File: config.mk
export PLATFORM = sky130hd
export DESIGN_NAME = multicycle_ctrl_fsm
export DESIGN_NICKNAME = d
export VERILOG_FILES = /design/src/rtl/multicycle_ctrl_fsm.sv
export SDC_FILE = /design/constraint.sdc
export NUM_CORES = 1
export LEC_CHECK = 0
export CELL_PAD_IN_SITES_DETAIL_PLACEMENT = 0
export CELL_PAD_IN_SITES_GLOBAL_PLACEMENT = 1
export CORE_ASPECT_RATIO = 1.75
export CORE_UTILIZATION = 35
export CTS_BUF_LIST = sky130_fd_sc_hd__clkbuf_16
export CTS_CLUSTER_SIZE = 12
export DETAILED_ROUTE_END_ITERATION = 12
export PLACE_DENSITY = 0.95
export SYNTH_ARGS = -nofsm -noshare
export SYNTH_HDL_FRONTEND = slang
export SYNTH_SLANG_ARGS = --single-unit
File: constraint.sdc
create_clock -name clk -period 4.1 [get_ports clk]
set_input_delay 0.82 -clock clk [delete_from_list [all_inputs] [get_ports clk]]
set_output_delay 0.82 -clock clk [all_outputs]
set_load 0.02 [all_outputs]
File: src/rtl/multicycle_ctrl_fsm.sv
// Multi-cycle RV32I control sequencer: FETCH/DECODE/EXEC/MEM/WB with illegal-opcode and memory-timeout faults.
// Define PERF_CNT_EN to add the cycle_count / instret_count performance counters.
module multicycle_ctrl_fsm #(
    parameter int XLEN        = 32,
    parameter int MEM_TIMEOUT = 0
) (
    input  logic            clk,
    input  logic            rst,
    input  logic [6:0]      opcode,
    input  logic            mem_ready,
    input  logic            branch_taken,
    output logic            ir_write,
    output logic            pc_write,
    output logic [1:0]      pc_src,
    output logic [2:0]      imm_sel,
    output logic            alu_src_a,
    output logic            alu_src_b,
    output logic            mem_req,
    output logic            mem_we,
    output logic            mem_is_fetch,
    output logic            reg_write,
    output logic [1:0]      wb_sel,
    output logic            retire,
    output logic            fault,
    output logic [1:0]      fault_cause
`ifdef PERF_CNT_EN
   ,output logic [XLEN-1:0] cycle_count,
    output logic [XLEN-1:0] instret_count
`endif
);

    // Wait counter only has to reach MEM_TIMEOUT; never wider than the datapath.
    localparam int CNT_RAW = $clog2(MEM_TIMEOUT + 2);
    localparam int CNT_W   = (CNT_RAW < XLEN) ? CNT_RAW : XLEN;

    localparam logic [6:0] OPC_LUI    = 7'b0110111;
    localparam logic [6:0] OPC_AUIPC  = 7'b0010111;
    localparam logic [6:0] OPC_JAL    = 7'b1101111;
    localparam logic [6:0] OPC_JALR   = 7'b1100111;
    localparam logic [6:0] OPC_BRANCH = 7'b1100011;
    localparam logic [6:0] OPC_LOAD   = 7'b0000011;
    localparam logic [6:0] OPC_STORE  = 7'b0100011;
    localparam logic [6:0] OPC_OPIMM  = 7'b0010011;
    localparam logic [6:0] OPC_OP     = 7'b0110011;

    localparam logic [2:0] IMM_I    = 3'd0;
    localparam logic [2:0] IMM_S    = 3'd1;
    localparam logic [2:0] IMM_B    = 3'd2;
    localparam logic [2:0] IMM_U    = 3'd3;
    localparam logic [2:0] IMM_J    = 3'd4;
    localparam logic [2:0] IMM_NONE = 3'd7;

    localparam logic [1:0] CAUSE_ILLEGAL = 2'd1;
    localparam logic [1:0] CAUSE_TIMEOUT = 2'd2;

    typedef enum logic [2:0] {
        S_FETCH,
        S_DECODE,
        S_EXEC,
        S_MEM,
        S_WB,
        S_FAULT
    } state_t;

    state_t           r_state;
    logic [6:0]       r_opc;
    logic [1:0]       r_cause;
    logic [CNT_W-1:0] r_wait;

    logic w_is_branch, w_is_load, w_is_store, w_is_jal, w_is_jalr;
    logic w_is_auipc, w_is_op, w_timeout;

    function automatic logic f_legal(input logic [6:0] op);
        case (op)
            OPC_LUI, OPC_AUIPC, OPC_JAL, OPC_JALR, OPC_BRANCH,
            OPC_LOAD, OPC_STORE, OPC_OPIMM, OPC_OP: f_legal = 1'b1;
            default:                                f_legal = 1'b0;
        endcase
    endfunction

    function automatic logic [2:0] f_imm_sel(input logic [6:0] op);
        case (op)
            OPC_OPIMM, OPC_LOAD, OPC_JALR: f_imm_sel = IMM_I;
            OPC_STORE:                     f_imm_sel = IMM_S;
            OPC_BRANCH:                    f_imm_sel = IMM_B;
            OPC_LUI, OPC_AUIPC:            f_imm_sel = IMM_U;
            OPC_JAL:                       f_imm_sel = IMM_J;
            default:                       f_imm_sel = IMM_NONE;
        endcase
    endfunction

    assign w_is_branch = (r_opc == OPC_BRANCH);
    assign w_is_load   = (r_opc == OPC_LOAD);
    assign w_is_store  = (r_opc == OPC_STORE);
    assign w_is_jal    = (r_opc == OPC_JAL);
    assign w_is_jalr   = (r_opc == OPC_JALR);
    assign w_is_auipc  = (r_opc == OPC_AUIPC);
    assign w_is_op     = (r_opc == OPC_OP);

    // A ready arriving in the same cycle the limit is reached still completes the transaction.
    assign w_timeout = (MEM_TIMEOUT > 0) && (r_wait == CNT_W'(MEM_TIMEOUT)) && !mem_ready;

    always_ff @(posedge clk) begin
        if (rst) begin
            r_state <= S_FETCH;
            r_cause <= 2'd0;
            r_wait  <= '0;
        end else begin
            case (r_state)
                S_FETCH: begin
                    if (mem_ready) begin
                        r_state <= S_DECODE;
                    end else if (w_timeout) begin
                        r_state <= S_FAULT;
                        r_cause <= CAUSE_TIMEOUT;
                    end else begin
                        r_wait <= r_wait + CNT_W'(1);
                    end
                end
                S_DECODE: begin
                    if (f_legal(opcode)) begin
                        r_state <= S_EXEC;
                    end else begin
                        r_state <= S_FAULT;
                        r_cause <= CAUSE_ILLEGAL;
                    end
                end
                S_EXEC: begin
                    if (w_is_branch) begin
                        r_state <= S_FETCH;
                        r_wait  <= '0;
                    end else if (w_is_load || w_is_store) begin
                        r_state <= S_MEM;
                        r_wait  <= '0;
                    end else begin
                        r_state <= S_WB;
                    end
                end
                S_MEM: begin
                    if (mem_ready) begin
                        if (w_is_load) begin
                            r_state <= S_WB;
                        end else begin
                            r_state <= S_FETCH;
                            r_wait  <= '0;
                        end
                    end else if (w_timeout) begin
                        r_state <= S_FAULT;
                        r_cause <= CAUSE_TIMEOUT;
                    end else begin
                        r_wait <= r_wait + CNT_W'(1);
                    end
                end
                S_WB: begin
                    r_state <= S_FETCH;
                    r_wait  <= '0;
                end
                S_FAULT: r_state <= S_FAULT;
                default: r_state <= S_FETCH;
            endcase
        end
    end

    // Opcode is captured once, so IR changes after DECODE do not disturb the instruction.
    always_ff @(posedge clk) begin
        if (r_state == S_DECODE) r_opc <= opcode;
    end

    always_comb begin
        ir_write     = 1'b0;
        pc_write     = 1'b0;
        pc_src       = 2'd0;
        imm_sel      = IMM_NONE;
        alu_src_a    = 1'b0;
        alu_src_b    = 1'b0;
        mem_req      = 1'b0;
        mem_we       = 1'b0;
        mem_is_fetch = 1'b0;
        reg_write    = 1'b0;
        wb_sel       = 2'd0;
        retire       = 1'b0;
        fault        = 1'b0;
        fault_cause  = 2'd0;
        if (!rst) begin
            case (r_state)
                S_FETCH: begin
                    mem_req      = 1'b1;
                    mem_is_fetch = 1'b1;
                    ir_write     = mem_ready;
                end
                S_EXEC: begin
                    imm_sel = f_imm_sel(r_opc);
                    if (w_is_branch) begin
                        pc_write = 1'b1;
                        pc_src   = branch_taken ? 2'd1 : 2'd0;
                        retire   = 1'b1;
                    end else if (w_is_load || w_is_store) begin
                        alu_src_b = 1'b1;
                    end else begin
                        alu_src_a = w_is_auipc || w_is_jal;
                        alu_src_b = !w_is_op;
                    end
                end
                S_MEM: begin
                    imm_sel = f_imm_sel(r_opc);
                    mem_req = 1'b1;
                    mem_we  = w_is_store;
                    if (mem_ready && w_is_store) begin
                        pc_write = 1'b1;
                        retire   = 1'b1;
                    end
                end
                S_WB: begin
                    imm_sel   = f_imm_sel(r_opc);
                    reg_write = 1'b1;
                    pc_write  = 1'b1;
                    retire    = 1'b1;
                    wb_sel    = w_is_load ? 2'd1 : ((w_is_jal || w_is_jalr) ? 2'd2 : 2'd0);
                    pc_src    = w_is_jal ? 2'd1 : (w_is_jalr ? 2'd2 : 2'd0);
                end
                S_FAULT: begin
                    fault       = 1'b1;
                    fault_cause = r_cause;
                end
                default: begin
                end
            endcase
        end
    end

`ifdef PERF_CNT_EN
    always_ff @(posedge clk) begin
        if (rst) begin
            cycle_count   <= '0;
            instret_count <= '0;
        end else begin
            if (r_state != S_FAULT) cycle_count <= cycle_count + XLEN'(1);
            if (retire) instret_count <= instret_count + XLEN'(1);
        end
    end
`endif

endmodule

# [Word-level counts from Yosys, hierarchy flattened]
# Index checks and enable logic that the tools add are counted.
[op_classes] addsub=0 mul=0 n_div=0 magnitude_cmp=0 eq_ne=25 shift=0 mux=49 bitwise_logic=1 reduce_logical=13
[op_table] op="$eq A7 B6 Y1 const B" count=6
[op_table] op="$eq A7 B7 Y1 const B" count=6
[op_table] op="$mux W1" count=30
[op_table] op="$pmux W3 S5" count=2
[op_table] op="$eq A7 B5 Y1 const B" count=4
[op_table] op="$mux W3" count=8
[op_table] op="$eq A7 B2 Y1 const B" count=2
[op_table] op="$mux W2" count=7
[op_table] op="$reduce_or A9 Y1" count=1
[op_table] op="$eq A3 B2 Y1 const B" count=2
[op_table] op="$eq A3 B3 Y1 const B" count=2
[op_table] op="$reduce_or A3 Y1" count=2
[op_table] op="$ne A2 B2 Y1 const B" count=2
[op_table] op="$pmux W2 S2" count=1
[op_table] op="$reduce_and A2 Y1" count=2
[op_table] op="$reduce_or A2 Y1" count=2
[op_table] op="$eq A3 B1 Y1 const B" count=1
[op_table] op="$logic_not A3 Y1" count=1
[op_table] op="$logic_or A1 B1 Y1" count=3
[op_table] op="$pmux W1 S3" count=1
[op_table] op="$logic_and A1 B1 Y1" count=1
[op_table] op="$logic_not A1 Y1" count=1
[op_table] op="$not A1 Y1" count=1
[word_totals] reg_bits=11 latch_bits=0 mem_bits_rw=0 mem_bits_ro=0 out_inout_bits=19 word_cells=91 mem_count=0

# [Depth between registers and ports, before layout]
[depth] ltp_word=7 mapped_depth=6 mapped_depth_nobuf=4

# [Worst setup path after synthesis]
# Ideal clock, no wire load.
[synth_timing] path_kind="input to output" from="input rst" to="output pc_src[1]" arrival_time_ns=2.474 path_slack_ns=0.806 stages=5 path_buffers=1 path_cell_list="clkbuf_1 > or2b_1 > nor3_1 > and2_1 > nor2b_1"
[synth_via] elab_chain_len=1
[synth_lines] item="start, declared" line_no="8" rtl="input logic rst,"
[synth_lines] item="$mux W2" line_no="184" rtl="if (!rst) begin"
[synth_lines] item="end, declared" line_no="14" rtl="output logic [1:0] pc_src,"
# No other way between the ends.

# [Worst setup path in the final report]
# Ends and elaborated chain as after synthesis.

==> impl_metrics.csv <==
group,metric,value,unit
timing,slew_violations,0,
synth,synth-seq-cells,11,
power,power_per_cell_area,313,mW/mm^2
floorplan,die_area,0.00280,sq mm
global_routing,use_met1,0.184,
synth,synth_top_area_cell,"edfxtp_1",
worst_setup_path,critPathKind,"primary input to primary output",
worst_setup_path,worstPathRequired,3280,ps
synth,ys.flop_type,"edfxtp_1",
route,wl_per_cell,14.6,um
route,routed_via_density,5.80,
worst_setup_path,path_buf_inv,2,
clock_tree,clk_path_buf_depth,2,
cells_and_area,drive_above_1_share,0.0530,
cells_and_area,final_common_cell,"clkdlybuf4s50_1",
placement,placed_area,0.00116,sq mm
global_routing,gr-usage-all-layers,0.180,
route,vias,917,
synth,synth.distinct_cells,45,
route,totalWireLength,2310,um
outcome,status,"complete, no violations",
hold_path,hold_path_class,"flop to flop",
timing,finalHoldViolations,0,
worst_setup_path,endpoint_kind,"primary output",
global_routing,overflow,0,
worst_setup_path,crit_path_cell_trace,"clkdlybuf4s50_1 > or2b_1 > nor3_1 > and2_1 > nor2b_1 > clkdlybuf4s50_1",
synth,ys.warnings.count,0,
floorplan,start_util,0.367,
floorplan,num_io_pins,30,
timing,rsz0062_at_grt,"false",
placement,place_congestion,0.857,
clock_tree,cts_tree,"built",
clock_tree,hold_buffers,0,
global_routing,grt_max_degree,16,
global_routing,top_usage_layer,"met2",
timing,worst-slew-pin-transition,520,ps
worst_setup_path,crit_path_top_delay_cell,"clkdlybuf4s50_1",
worst_setup_path,crit_path_frequent_cell,"clkdlybuf4s50_1",
clock_tree,numCtsBuffers,3,
global_routing,grt_pass1_wl,3700,um
power,p_leak,0.426,nW
timing,layout_worst_path_cycle_share,0.897,
timing,skew,1.47,ps
cells_and_area,layout.nets,144,
route,drc_errors,0,
synth,netlist_area,903,sq um
global_routing,antenna_found_initial,0,
clock_tree,clock-sinks,11,
clock_tree,cts.clk_slew.worst_paths,40,ps
placement,numPortBuffers,28,
timing,setup-violations-final,0,
worst_setup_path,start_kind,"primary input",
placement,hpwlAfterDp,1820,um
cells_and_area,layout_common_cells,"clkdlybuf4s50_1 (28), nor2_1 (9), nand2b_1 (8)",
synth,syn_inst,109,
global_routing,met2_usage,0.328,
synth,syn_avg_cell_area,8.29,sq um
synth,synth_edf_count,7,
synth,synth-seq-area-share,0.321,
synth,synth-async-reset-ratio,0,
flow_run,cap_viol_max_count,0,
cells_and_area,area_growth,37.5,%
timing,min_period,3680,ps
clock_tree,cts_root_buf,"clkbuf_16",
cells_and_area,diodes,0,
clock_tree,clkLatencyLatePin,230,ps
timing,timing.fmax,272,MHz
route,drtPass1Iterations,4,
route,antenna_left,0,
global_routing,grt_use_met3,0.0256,
clock_tree,cts_setup_buffers,0,
route,drtIter0Drc,34,
synth,synth_nets,120,
worst_setup_path,cpPeakStageDelay,610,ps
worst_setup_path,worst-path-max-fanout,8,
synth,synth.top_cell.area_share,0.233,
timing,relSlewSlack,0.652,
floorplan,die_y,69.2,um
floorplan,fp.coreArea,0.00246,sq mm
floorplan,fp.dieW,40.4,um
timing,tns,0,ps
floorplan,num_rows,24,
worst_setup_path,path_delay_family,"buffers and inverters",
power,peakVddDrop,0.265,mV
clock_tree,cts_resized,0,
global_routing,grt_pass1_vias,861,
synth,synth_area_leaders,"edfxtp_1 (23%), dfxtp_1 (8.9%), nand2b_1 (5.5%)",
clock_tree,htree_levels,1,
worst_setup_path,cp.arrival,2860,ps
cells_and_area,design_area,0.00124,sq mm
==> sequential cells by signal, summed over array words and instances (netlist names) <==
name,cells
r_opc,7
r_state,3
r_cause,1
==> Yosys cell counts, types with 2 or more instances <==
cell type  n
nor2_1     9
nand2b_1   8
edfxtp_1   7
a21oi_1    6
nand2_1    6
nor3_1     6
and2_1     4
buf_2      4
dfxtp_1    4
inv_1      4
nand3_1    4
nor2b_1    4
nand4_1    3
o21ai_0    3
a21o_1     2
a31oi_1    2
buf_4      2
clkbuf_1   2
nor4_1     2
or3_1      2
==> metal layers <==
layer,part of all wire,routed length (um)
met5,0,0
met2,0.57,1320
met1,0.36,841
met3,0.038,88
met4,0.028,65
==> per-stage QoR <==
stage	hold WS (ps)	instances	utilization	power [mW]	setup WS [ps]
global placement	454	154	0.472	0.217	511
floorplan	434	109	-	0.192	806
CTS	475	158	0.505	0.391	429
detailed placement	462	154	0.472	0.219	433
finish	470	158	0.505	0.389	421
global route	503	158	0.505	0.406	302
==> power breakdown <==
| group | switching [mW] | internal (mW) |
|---|---|---|
| Sequential | 0.0166 | 0.130 |
| Clock | 0.0427 | 0.129 |
| Combinational | 0.0373 | 0.0344 |
| Total | 0.0967 | 0.293 |
==> worst register-to-register path: stages (launching register included) <==
cell and delay, ps:
edfxtp_1 490, and4bb_1 540, nand2_2 150, a221oi_1 330, o211a_1 170
==> final timing paths <==
| check | slack (ps) | depth (start not counted) | start | end |
|---|---|---|---|---|
| setup / recovery | 420 | 6 | rst | pc_src[1] |
| hold / removal | 470 | 1 | r_cause[0] | r_cause[0] |
| setup reg to reg | 2370 | 4 | r_opc[3] | r_state[0] |
| hold reg to reg | 470 | 1 | r_cause[0] | r_cause[0] |
==> final cells by class <==
class                           count  area (sq um)
Clock inverter                      1          5.00
Clock buffer                        3          75.1
Timing Repair Buffer               28           280
Fill cell                         241          1220
Tap cell                           26          32.5
Sequential cell                    11           290
Multi-Input combinational cell     85           544
Inverter                            4          15.0
==> kinds of logic (layout without fill, tap and decap cells) <==
family                    after synthesis  count (layout)  synth area share
xor gates and xnor gates                2               2            0.0194
DFF                                    11              11             0.321
buffers and inverters                  13              36            0.0762
and+or+nand+nor                        57              57             0.357
other                                   1               1           0.00415
AOI/OAI and AO/OA                      25              25             0.222
Power figures use the tool's default switching activity.
